===== config.mk =====
export PLATFORM = sky130hd
export DESIGN_NAME = mem_access_ctrl
export DESIGN_NICKNAME = d
export VERILOG_FILES = /design/src/rtl/mem_ctrl_pkg.sv /design/src/rtl/mem_access_ctrl_lane_align.sv /design/src/rtl/mem_access_ctrl.sv
export SDC_FILE = /design/constraint.sdc
export NUM_CORES = 1
export LEC_CHECK = 0
export CELL_PAD_IN_SITES_DETAIL_PLACEMENT = 1
export CELL_PAD_IN_SITES_GLOBAL_PLACEMENT = 1
export CORE_ASPECT_RATIO = 0.75
export CORE_MARGIN = 8
export CORE_UTILIZATION = 30
export CTS_CLUSTER_SIZE = 28
export DETAILED_ROUTE_END_ITERATION = 16
export PLACE_DENSITY = 0.75
export REMOVE_ABC_BUFFERS = 1
export SYNTH_ARGS = -nofsm -noshare
export SYNTH_HDL_FRONTEND = slang
export SYNTH_SLANG_ARGS = --single-unit

===== constraint.sdc =====
create_clock -name clk -period 3.4 [get_ports clk]
set_input_delay 0.68 -clock clk [delete_from_list [all_inputs] [get_ports clk]]
set_output_delay 0.68 -clock clk [all_outputs]
set_load 0.005 [all_outputs]

===== src/rtl/mem_ctrl_pkg.sv =====
// Shared encodings, FSM state type and alignment check for the memory access controller.
package mem_ctrl_pkg;

    localparam logic [1:0] SZ_BYTE = 2'b00;
    localparam logic [1:0] SZ_HALF = 2'b01;
    localparam logic [1:0] SZ_WORD = 2'b10;
    localparam logic [1:0] SZ_RSVD = 2'b11;

    typedef enum logic [1:0] {
        IDLE      = 2'b00,
        WR_SETUP  = 2'b01,
        WR_STROBE = 2'b10
    } state_e;

    // Reserved size is always treated as a fault.
    function automatic logic is_misaligned(input logic [1:0] size, input logic [1:0] addr_lo);
        logic bad;
        case (size)
            SZ_BYTE: bad = 1'b0;
            SZ_HALF: bad = addr_lo[0];
            SZ_WORD: bad = |addr_lo;
            default: bad = 1'b1;
        endcase
        return bad;
    endfunction

endpackage


===== src/rtl/mem_access_ctrl_lane_align.sv =====
// Little-endian lane logic: load extract/extend and store lane merge into a read word.
module mem_lane_align
    import mem_ctrl_pkg::*;
(
    input  logic [1:0]  size,
    input  logic [1:0]  addr_lo,
    input  logic        is_signed,
    input  logic [31:0] read_data,
    input  logic [31:0] store_data,
    output logic [31:0] load_data,
    output logic [31:0] merged_data
);

    logic [7:0]  byte_sel;
    logic [15:0] half_sel;

    always_comb begin
        byte_sel    = read_data[{addr_lo, 3'b000} +: 8];
        half_sel    = addr_lo[1] ? read_data[31:16] : read_data[15:0];
        load_data   = read_data;
        merged_data = store_data;
        case (size)
            SZ_BYTE: begin
                load_data   = {{24{is_signed & byte_sel[7]}}, byte_sel};
                merged_data = read_data;
                merged_data[{addr_lo, 3'b000} +: 8] = store_data[7:0];
            end
            SZ_HALF: begin
                load_data   = {{16{is_signed & half_sel[15]}}, half_sel};
                merged_data = read_data;
                if (addr_lo[1]) begin
                    merged_data[31:16] = store_data[15:0];
                end else begin
                    merged_data[15:0] = store_data[15:0];
                end
            end
            default: begin
                load_data   = read_data;
                merged_data = store_data;
            end
        endcase
    end

endmodule


===== src/rtl/mem_access_ctrl.sv =====
// EX/MEM to data-memory controller: sub-word loads, read-modify-write sub-word stores,
// single-cycle registered MemWrite pulse and registered writeback results.
module mem_access_ctrl
    import mem_ctrl_pkg::*;
#(
    parameter int WORD_ADDR_W = 8
) (
    input  logic        clk,
    input  logic        rst_n,
    input  logic        ExValid,
    input  logic        ExMemRead,
    input  logic        ExMemWrite,
    input  logic [1:0]  ExSize,
    input  logic        ExSigned,
    input  logic [31:0] ExAddress,
    input  logic [31:0] ExWriteData,
    input  logic        Flush,
    output logic [31:0] Address,
    output logic [31:0] WriteData,
    output logic        MemRead,
    output logic        MemWrite,
    input  logic [31:0] ReadData,
    output logic        Stall,
    output logic        WbValid,
    output logic [31:0] WbLoadData,
    output logic        WbFault
);

    state_e                 state_q, state_d;
    logic [WORD_ADDR_W-1:0] addr_q, addr_d;
    logic [31:0]            wdata_q, wdata_d;
    logic                   mem_write_q, mem_write_d;
    logic                   wb_valid_q, wb_valid_d;
    logic                   wb_fault_q, wb_fault_d;
    logic [31:0]            wb_load_data_q, wb_load_data_d;

    logic [WORD_ADDR_W-1:0] ex_word;
    logic [WORD_ADDR_W-1:0] addr_out;
    logic [31:0]            wdata_out;
    logic                   access, is_load, is_store, misaligned;
    logic [31:0]            load_data, merged_data;
    logic                   unused_addr_bits;

    assign ex_word          = ExAddress[WORD_ADDR_W+1:2];
    assign unused_addr_bits = ^ExAddress[31:WORD_ADDR_W+2];
    assign is_store         = ExMemWrite;
    assign is_load          = ExMemRead & ~ExMemWrite;
    assign misaligned       = is_misaligned(ExSize, ExAddress[1:0]);
    // rst_n gates the IDLE pass-through so every output reads zero while reset is held.
    assign access           = rst_n & ExValid & ~Flush & (state_q == IDLE) & (is_load | is_store);

    mem_lane_align u_lane_align (
        .size        (ExSize),
        .addr_lo     (ExAddress[1:0]),
        .is_signed   (ExSigned),
        .read_data   (ReadData),
        .store_data  (ExWriteData),
        .load_data   (load_data),
        .merged_data (merged_data)
    );

    always_comb begin
        MemRead   = 1'b0;
        Stall     = 1'b0;
        addr_out  = '0;
        wdata_out = '0;
        case (state_q)
            IDLE: begin
                if (access && !misaligned) begin
                    addr_out = ex_word;
                    if (is_load) begin
                        MemRead = 1'b1;
                    end else if (ExSize == SZ_WORD) begin
                        wdata_out = ExWriteData;
                        Stall     = 1'b1;
                    end else begin
                        MemRead = 1'b1;
                        Stall   = 1'b1;
                    end
                end
            end
            WR_SETUP: begin
                addr_out  = addr_q;
                wdata_out = wdata_q;
                Stall     = 1'b1;
            end
            WR_STROBE: begin
                addr_out  = addr_q;
                wdata_out = wdata_q;
            end
            default: ;
        endcase
    end

    assign Address    = {{(32-WORD_ADDR_W){1'b0}}, addr_out};
    assign WriteData  = wdata_out;
    assign MemWrite   = mem_write_q;
    assign WbValid    = wb_valid_q;
    assign WbFault    = wb_fault_q;
    assign WbLoadData = wb_load_data_q;

    always_comb begin
        state_d        = state_q;
        addr_d         = addr_q;
        wdata_d        = wdata_q;
        mem_write_d    = 1'b0;
        wb_valid_d     = 1'b0;
        wb_fault_d     = 1'b0;
        wb_load_data_d = '0;
        case (state_q)
            IDLE: begin
                if (access) begin
                    if (misaligned) begin
                        wb_valid_d = 1'b1;
                        wb_fault_d = 1'b1;
                    end else if (is_load) begin
                        wb_valid_d     = 1'b1;
                        wb_load_data_d = load_data;
                    end else if (ExSize == SZ_WORD) begin
                        addr_d      = ex_word;
                        wdata_d     = ExWriteData;
                        mem_write_d = 1'b1;
                        state_d     = WR_STROBE;
                    end else begin
                        addr_d  = ex_word;
                        wdata_d = merged_data;
                        state_d = WR_SETUP;
                    end
                end
            end
            WR_SETUP: begin
                mem_write_d = 1'b1;
                state_d     = WR_STROBE;
            end
            WR_STROBE: begin
                wb_valid_d = 1'b1;
                state_d    = IDLE;
            end
            default: state_d = IDLE;
        endcase
    end

    always_ff @(posedge clk or negedge rst_n) begin
        if (!rst_n) begin
            state_q        <= IDLE;
            addr_q         <= '0;
            wdata_q        <= '0;
            mem_write_q    <= 1'b0;
            wb_valid_q     <= 1'b0;
            wb_fault_q     <= 1'b0;
            wb_load_data_q <= '0;
        end else begin
            state_q        <= state_d;
            addr_q         <= addr_d;
            wdata_q        <= wdata_d;
            mem_write_q    <= mem_write_d;
            wb_valid_q     <= wb_valid_d;
            wb_fault_q     <= wb_fault_d;
            wb_load_data_q <= wb_load_data_d;
        end
    end

endmodule


# Yosys cells after proc, flatten, opt, wreduce, memory -nomap -nowiden
# Index checks and enable logic that the tools add are counted.
totals:
  reg_bits: 77
  input_bits: 105
  out_inout_bits: 101
  elab_cells: 80
op_classes:
  addsub: 1
  n_eq_ne: 7
  shift: 3
  mux: 42
  n_bitwise: 12
  reduce_logical: 8
ops:
  columns: ["op", "n"]
  rows:
  - ["$mux 32", 8]
  - ["$pmux 32 s2", 3]
  - ["$mux 16", 3]
  - ["$bwmux 32", 1]
  - ["$shift 8x7->32 const A", 1]
  - ["$shiftx 32x6->8", 1]
  - ["$shiftx 8x7->32", 1]
  - ["$mux 1", 16]
  - ["$pmux 8 s2", 1]
  - ["$mux 2", 4]
  - ["$mux 8", 1]
  - ["$and 1x1->1", 7]
  - ["$neg 5->7", 1]
  - ["$ne 2x2->1 const B", 3]
  - ["$pmux 1 s2", 3]
  - ["$eq 2x1->1 const B", 2]
  - ["$eq 2x2->1 const B", 2]
  - ["$logic_not 2->1", 2]
  - ["$not 1->1", 4]
  - ["$pmux 2 s2", 1]
  - ["$reduce_and 4->1", 1]
  - ["$reduce_or 2->1", 2]
  - ["$pmux 1 s3", 1]
  - ["$reduce_and 3->1", 1]
  - ["other kinds (3)", 3]

# Longest topological paths before layout
# Gate-level depths: netlist of the first run.
depth:
  word_depth: 7
  ltp_mapped: 10
  mapped_depth_nobuf: 6

# By module
# From an unflattened synthesis of the first run, not the netlist that was laid out.
hier_totals:
  hier_cells: 563
  hier_area_um2: 5572.8
modules_own_cells:
  columns: ["mod", "instances", "cells_each", "area_per_inst_um2", "seq_area_each_um2"]
  rows:
  - ["mem_access_ctrl", 1, 314, 3957.5, 1926.8]
  - ["mem_lane_align", 1, 249, 1615.3, 0.0]

# Worst setup path before layout of the first run
# Ideal clock, no wire load.
synth_path:
  path_type: "input port to output port"
  start: "input port ExAddress[1]"
  end: "output port Address[6]"
  arrival_time_ns: 2.254
  t_required_ns: 2.720
  path_slack_ns: 0.466
  cell_stages: 9
  path_buffers: 3
  cell_sequence: "buf_2 inv_1 clkbuf_1 ha_1 nor2b_1 nor4_4 buf_6 a22oi_1 nor2_1"
synth_between:
  elab_chain_cells: 6
synth_rtl:
  columns: ["element", "line_no", "rtl"]
  rows:
  - ["start, declared", "mem_access_ctrl.sv:15", "input logic [31:0] ExAddress,"]
  - ["$reduce_or 2->1", "mem_ctrl_pkg.sv:21", "SZ_WORD: bad = |addr_lo;"]
  - ["$pmux 1 s3", "mem_ctrl_pkg.sv:18", "case (size)"]
  - ["$logic_not 1->1", "mem_access_ctrl.sv:69", "if (access && !misaligned) begin"]
  - ["$logic_and 1x1->1", "mem_access_ctrl.sv:69", null]
  - ["$mux 8", "mem_access_ctrl.sv:69", null]
  - ["$pmux 8 s2", "mem_access_ctrl.sv:67", "case (state_q)"]
  - ["end, declared", "mem_access_ctrl.sv:18", "output logic [31:0] Address,"]
# Every way passes these cells.

# Worst setup path after layout of the first run
layout_path:
  start: "input port Flush"
  end: "output port WriteData[30]"
layout_between:
  elab_chain_cells: 7
layout_rtl:
  columns: ["element", "line_no", "rtl"]
  rows:
  - ["start, declared", "mem_access_ctrl.sv:17", "input logic Flush,"]
  - ["$not 1->1", "mem_access_ctrl.sv:50", "assign access = rst_n & ExValid & ~Flush & (state_q == IDLE) & (is_load | is_store);"]
  - ["$and 1x1->1 (3 in series)", "mem_access_ctrl.sv:50", null]
  - ["$logic_and 1x1->1", "mem_access_ctrl.sv:69", null]
  - ["$mux 32", "mem_access_ctrl.sv:69", null]
  - ["$pmux 32 s2", "mem_access_ctrl.sv:67", null]
  - ["end, declared", "mem_access_ctrl.sv:19", "output logic [31:0] WriteData,"]
# Every way passes these cells.

==> summary.md, run 1 <==
The filler cells instantiated in the layout total 2004. During I/O placement, the number of pins put on the boundary was 206. The tools report the maximum level of the CTS H-tree as 3. Hold is met by 0.281 ns. Weighted congestion reported at the end of routability-driven placement: 0.843. The run gives 13.3% as the relative slew slack. For the via count of the routed design, the log shows 5643. Cell with the largest stage delay on the worst path: sky130_fd_sc_hd__clkdlybuf4s50_1. TritonCTS built the clock tree. Entering global routing, the biggest net connects 89 pins.

The run finished with clean final reports. Wires add up to 22800 µm. The post-layout worst setup margin is 0.0637 ns. Input and output buffers added on the ports amount to 159.

The horizontal extent of the die was 171 µm. Summed over all cells, the static leakage comes to 3.25 nW. Relative to the synthesized area, the layout overhead comes to 41.1%. After detailed routing, the average wire length per cell comes to 22.6 µm. The setup path with the least slack is of type input port to output port.

The number of design rule violations left after detail routing is 0, and the number of synthesized flops with an enable pin is 0. The run gives 0 as the global route total overflow. On the worst path, the slowest cell contributes a delay of 0.54 ns. At the worst endpoint, the arrival time is 2.66 ns. The smallest clock period supported by the final layout is computed as 3.34 ns. The run gives 0 as the max-capacitance violation count.

The half-perimeter wire length after detailed placement came out at 16700 µm. In the synthesized netlist, the cells that appear most often are sky130_fd_sc_hd__dfrtp_1, sky130_fd_sc_hd__nor2_1, sky130_fd_sc_hd__a21oi_1. The region available for standard cell placement spans 17600 µm². For the share of synthesized area occupied by flip-flops and latches, the log shows 35.9%. The run gives 246 µV as the largest vdd supply drop.

Yosys attributes the largest share of cell area to sky130_fd_sc_hd__dfrtp_1, sky130_fd_sc_hd__a22oi_1, sky130_fd_sc_hd__a21oi_1, sky130_fd_sc_hd__nor2_1, sky130_fd_sc_hd__buf_4. After the first detailed-routing iteration, the DRC count stood at 471. CTS placed an instance of sky130_fd_sc_hd__clkbuf_16 at the clock tree root.

Timing analysis after detailed placement gives a worst setup slack of -0.114 ns. The first global-routing pass estimated 35300 µm of wire. The maximum net fanout on the critical path was 11.

Derived from the worst setup path, the maximum achievable clock frequency is 300 MHz. The number of endpoints with negative hold slack in the final report was 0. Primary flip-flop cell chosen by synthesis mapping: sky130_fd_sc_hd__dfrtp_1.

Yosys printed 0 warnings. Global routing used 20.0% of the available tracks across all layers. After routing, the total negative slack on setup checks comes to 0 ns. Post-synthesis register bit count: 77. The total clock buffers created by CTS was 9. Walking the worst path, the cells encountered are clkdlybuf4s50_1 > and4b_1 > and4_4 > buf_12 > buf_12 > a22oi_1 > nor2_1 > clkdlybuf4s50_1. Summing every instance area after synthesis gives 5370 µm². For the worst setup path, the data required time is 2.72 ns. The die covers 22500 µm².

The number of different library cells used by synthesis comes to 48. STA classifies the critical path startpoint as an input port. The fraction of the cycle the final worst path needs was 98.1%.

At the pin with the least slew margin, the transition time is 1.29 ns. The clock-pin slew on the worst setup and hold paths works out to 0.07 ns. STA classifies the critical path endpoint as an output port.

The via count of the first global-routing pass is 6109. The die height works out to 132 µm. The cell count after synthesis came out at 608. In this run the remaining antenna-violating nets after routing total 0.

The first TritonRoute pass finished after 6 iterations. After floorplanning, the core was divided into 42 placement rows. The fraction of layout instances using a drive strength above 1 is 12.6%. The via density per instance works out to 5.59. Initial antenna violation count: 1. Setup repair after global routing left no endpoint under its margin. A synthesized cell averages 8.84 µm². Between clock sinks in the finished design, the worst skew comes to 0.0111 ns. CTS saw 77 sinks. Clock latency on the worst-skew pair, taken at its later pin, is 0.36 ns. The path class of the tightest hold or removal check is input port to asynchronous set/reset pin.

The effective utilization at floorplan was 30.5%; the share of the synthesized area in the top cell type was 35.9%. Proportion of register bits with asynchronous set or reset after synthesis: 100%. The most area-hungry cell type in the Yosys netlist is sky130_fd_sc_hd__dfrtp_1. For this design the ratio of total power to cell area is 554 nW/µm². The tools report the number of nets at the end of the flow as 876.

Counting along the longest clock path gives a buffer depth of 2. The most common cell in the synthesized netlist was sky130_fd_sc_hd__dfrtp_1. Setup violations remaining at the end of the flow were counted as 0. The run gives 0 as the final max-slew violation count.

The run gives 43.1% as the fraction of the core area covered by cells at the end of the flow.
==> logic make-up after synthesis <==
logic type / count (synthesis) / synth area share, %
other cells: 1 / 0.0698
fa+ha+maj: 9 / 2.10
mux: 29 / 7.17
buf+inv: 90 / 9.01
simple gates: 174 / 16.0
flops: 77 / 35.9
compound gates: 228 / 29.8
==> power by group <==
| part | leakage [nW] | switching (W) | internal (W) |
|---|---|---|---|
| sequential | 1.00 | 0.000153 | 0.00117 |
| clock | 0.145 | 0.000447 | 0.000581 |
| combinational | 2.11 | 0.000905 | 0.000946 |
| total | 3.25 | 0.00151 | 0.00269 |
==> worst max-delay path: cells and delay by family <==
family	cells	cell delay, ns
and+or+nand+nor	3	0.65
buffers and inverters	4	1.25
AOI/OAI and AO/OA	1	0.06
==> final timing paths <==
| path | start | to | slack, ns | depth (start not counted) |
|---|---|---|---|---|
| worst min-delay path | rst_n | wdata_q[4]$_DFFE_PN0P_ | 0.28 | 2 |
| worst max-delay path | Flush | WriteData[30] | 0.06 | 8 |
| min in group clk | addr_q[4]$_DFFE_PN0P_ | addr_q[4]$_DFFE_PN0P_ | 0.49 | 2 |
| max in group asynchronous | rst_n | WbLoadData[9]$_DFF_PN0_ | 2.07 | 3 |
| worst max register to register | state_q[1]$_DFFE_PN0P_ | WbLoadData[8]$_DFF_PN0_ | 1.10 | 8 |
| worst min register to register | addr_q[4]$_DFFE_PN0P_ | addr_q[4]$_DFFE_PN0P_ | 0.49 | 2 |
==> layer usage <==
| metal | vias up | part of all wire, % | global-route usage, % |
|---|---|---|---|
| li1 | 2538 | - | - |
| met1 | 2879 | 44 | 25.5 |
| met2 | 201 | 48 | 33.1 |
| met3 | 25 | 6.3 | 4.70 |
| met4 | 0 | 1.8 | 5.79 |
| met5 | - | 0 | 0 |
==> cells in the final DEF (no fill, tap or decap), drive strengths merged, types with 3 or more instances in the layout <==
cell type	Yosys	layout
o22ai	15	15
a22o	8	8
ha	9	9
a22oi	45	45
nand2	46	46
nor3b	7	7
a21oi	73	73
o21ai	15	15
mux2i	16	16
a31oi	7	7
a222oi	5	5
a211o	19	19
nand2b	9	9
o2bb2ai	15	15
nor3	16	16
clkdlybuf4s50	0	149
inv	10	13
dlymetal6s2s	0	5
nand3	3	3
conb	1	24
mux2	6	6
nor2	73	73
a221oi	21	21
clkbuf	26	9
dfrtp	77	77
buf	53	44
nor2b	5	5
mux4	7	7
==> flip-flops by register name, indices dropped and copies added, names as in the netlist <==
name and count:
MemWrite 1, WbFault 1, WbLoadData 32, WbValid 1, addr_q 8, state_q 2
wdata_q 32
==> layout make-up <==
| type | count | area, µm² | share of cell area, % |
|---|---|---|---|
| clock buffers | 9 | 225 | 2.97 |
| diodes | 1 | 2.50 | 0.0330 |
| inverters | 11 | 41.3 | 0.545 |
| well taps | 242 | 303 | 3.99 |
| clock inverters | 7 | 82.6 | 1.09 |
| repair buffers | 199 | 1950 | 25.7 |
| flip-flops and latches | 77 | 1930 | 25.4 |
| multi-input cells | 464 | 3050 | 40.3 |
==> per-stage QoR <==
step                      cells  cell area (µm²)  power [W]
final                      1010             7580    0.00420
after global routing       1010             7580    0.00443
after CTS                  1009             7560    0.00422
after global placement      991             7230    0.00309
after floorplan             552             5020    0.00210
after detailed placement    991             7230    0.00317
==> what timing repair did <==
item	4_1_cts	5_1_grt
hold endpoints to repair	0	0
hold buffers	0	0
buffers inserted	1	0
cloned	1	0
setup endpoints to repair	13	21
gates resized for setup	6	9
pin swaps	0	1
No activity file was read; power rests on OpenSTA's default activity.
==> run 2: changes to the inputs <==
HOLD_SLACK_MARGIN = 0.12   (was default)
==> results of run 2 <==
Final layout, timing and power as in run 1 (identical DEF).
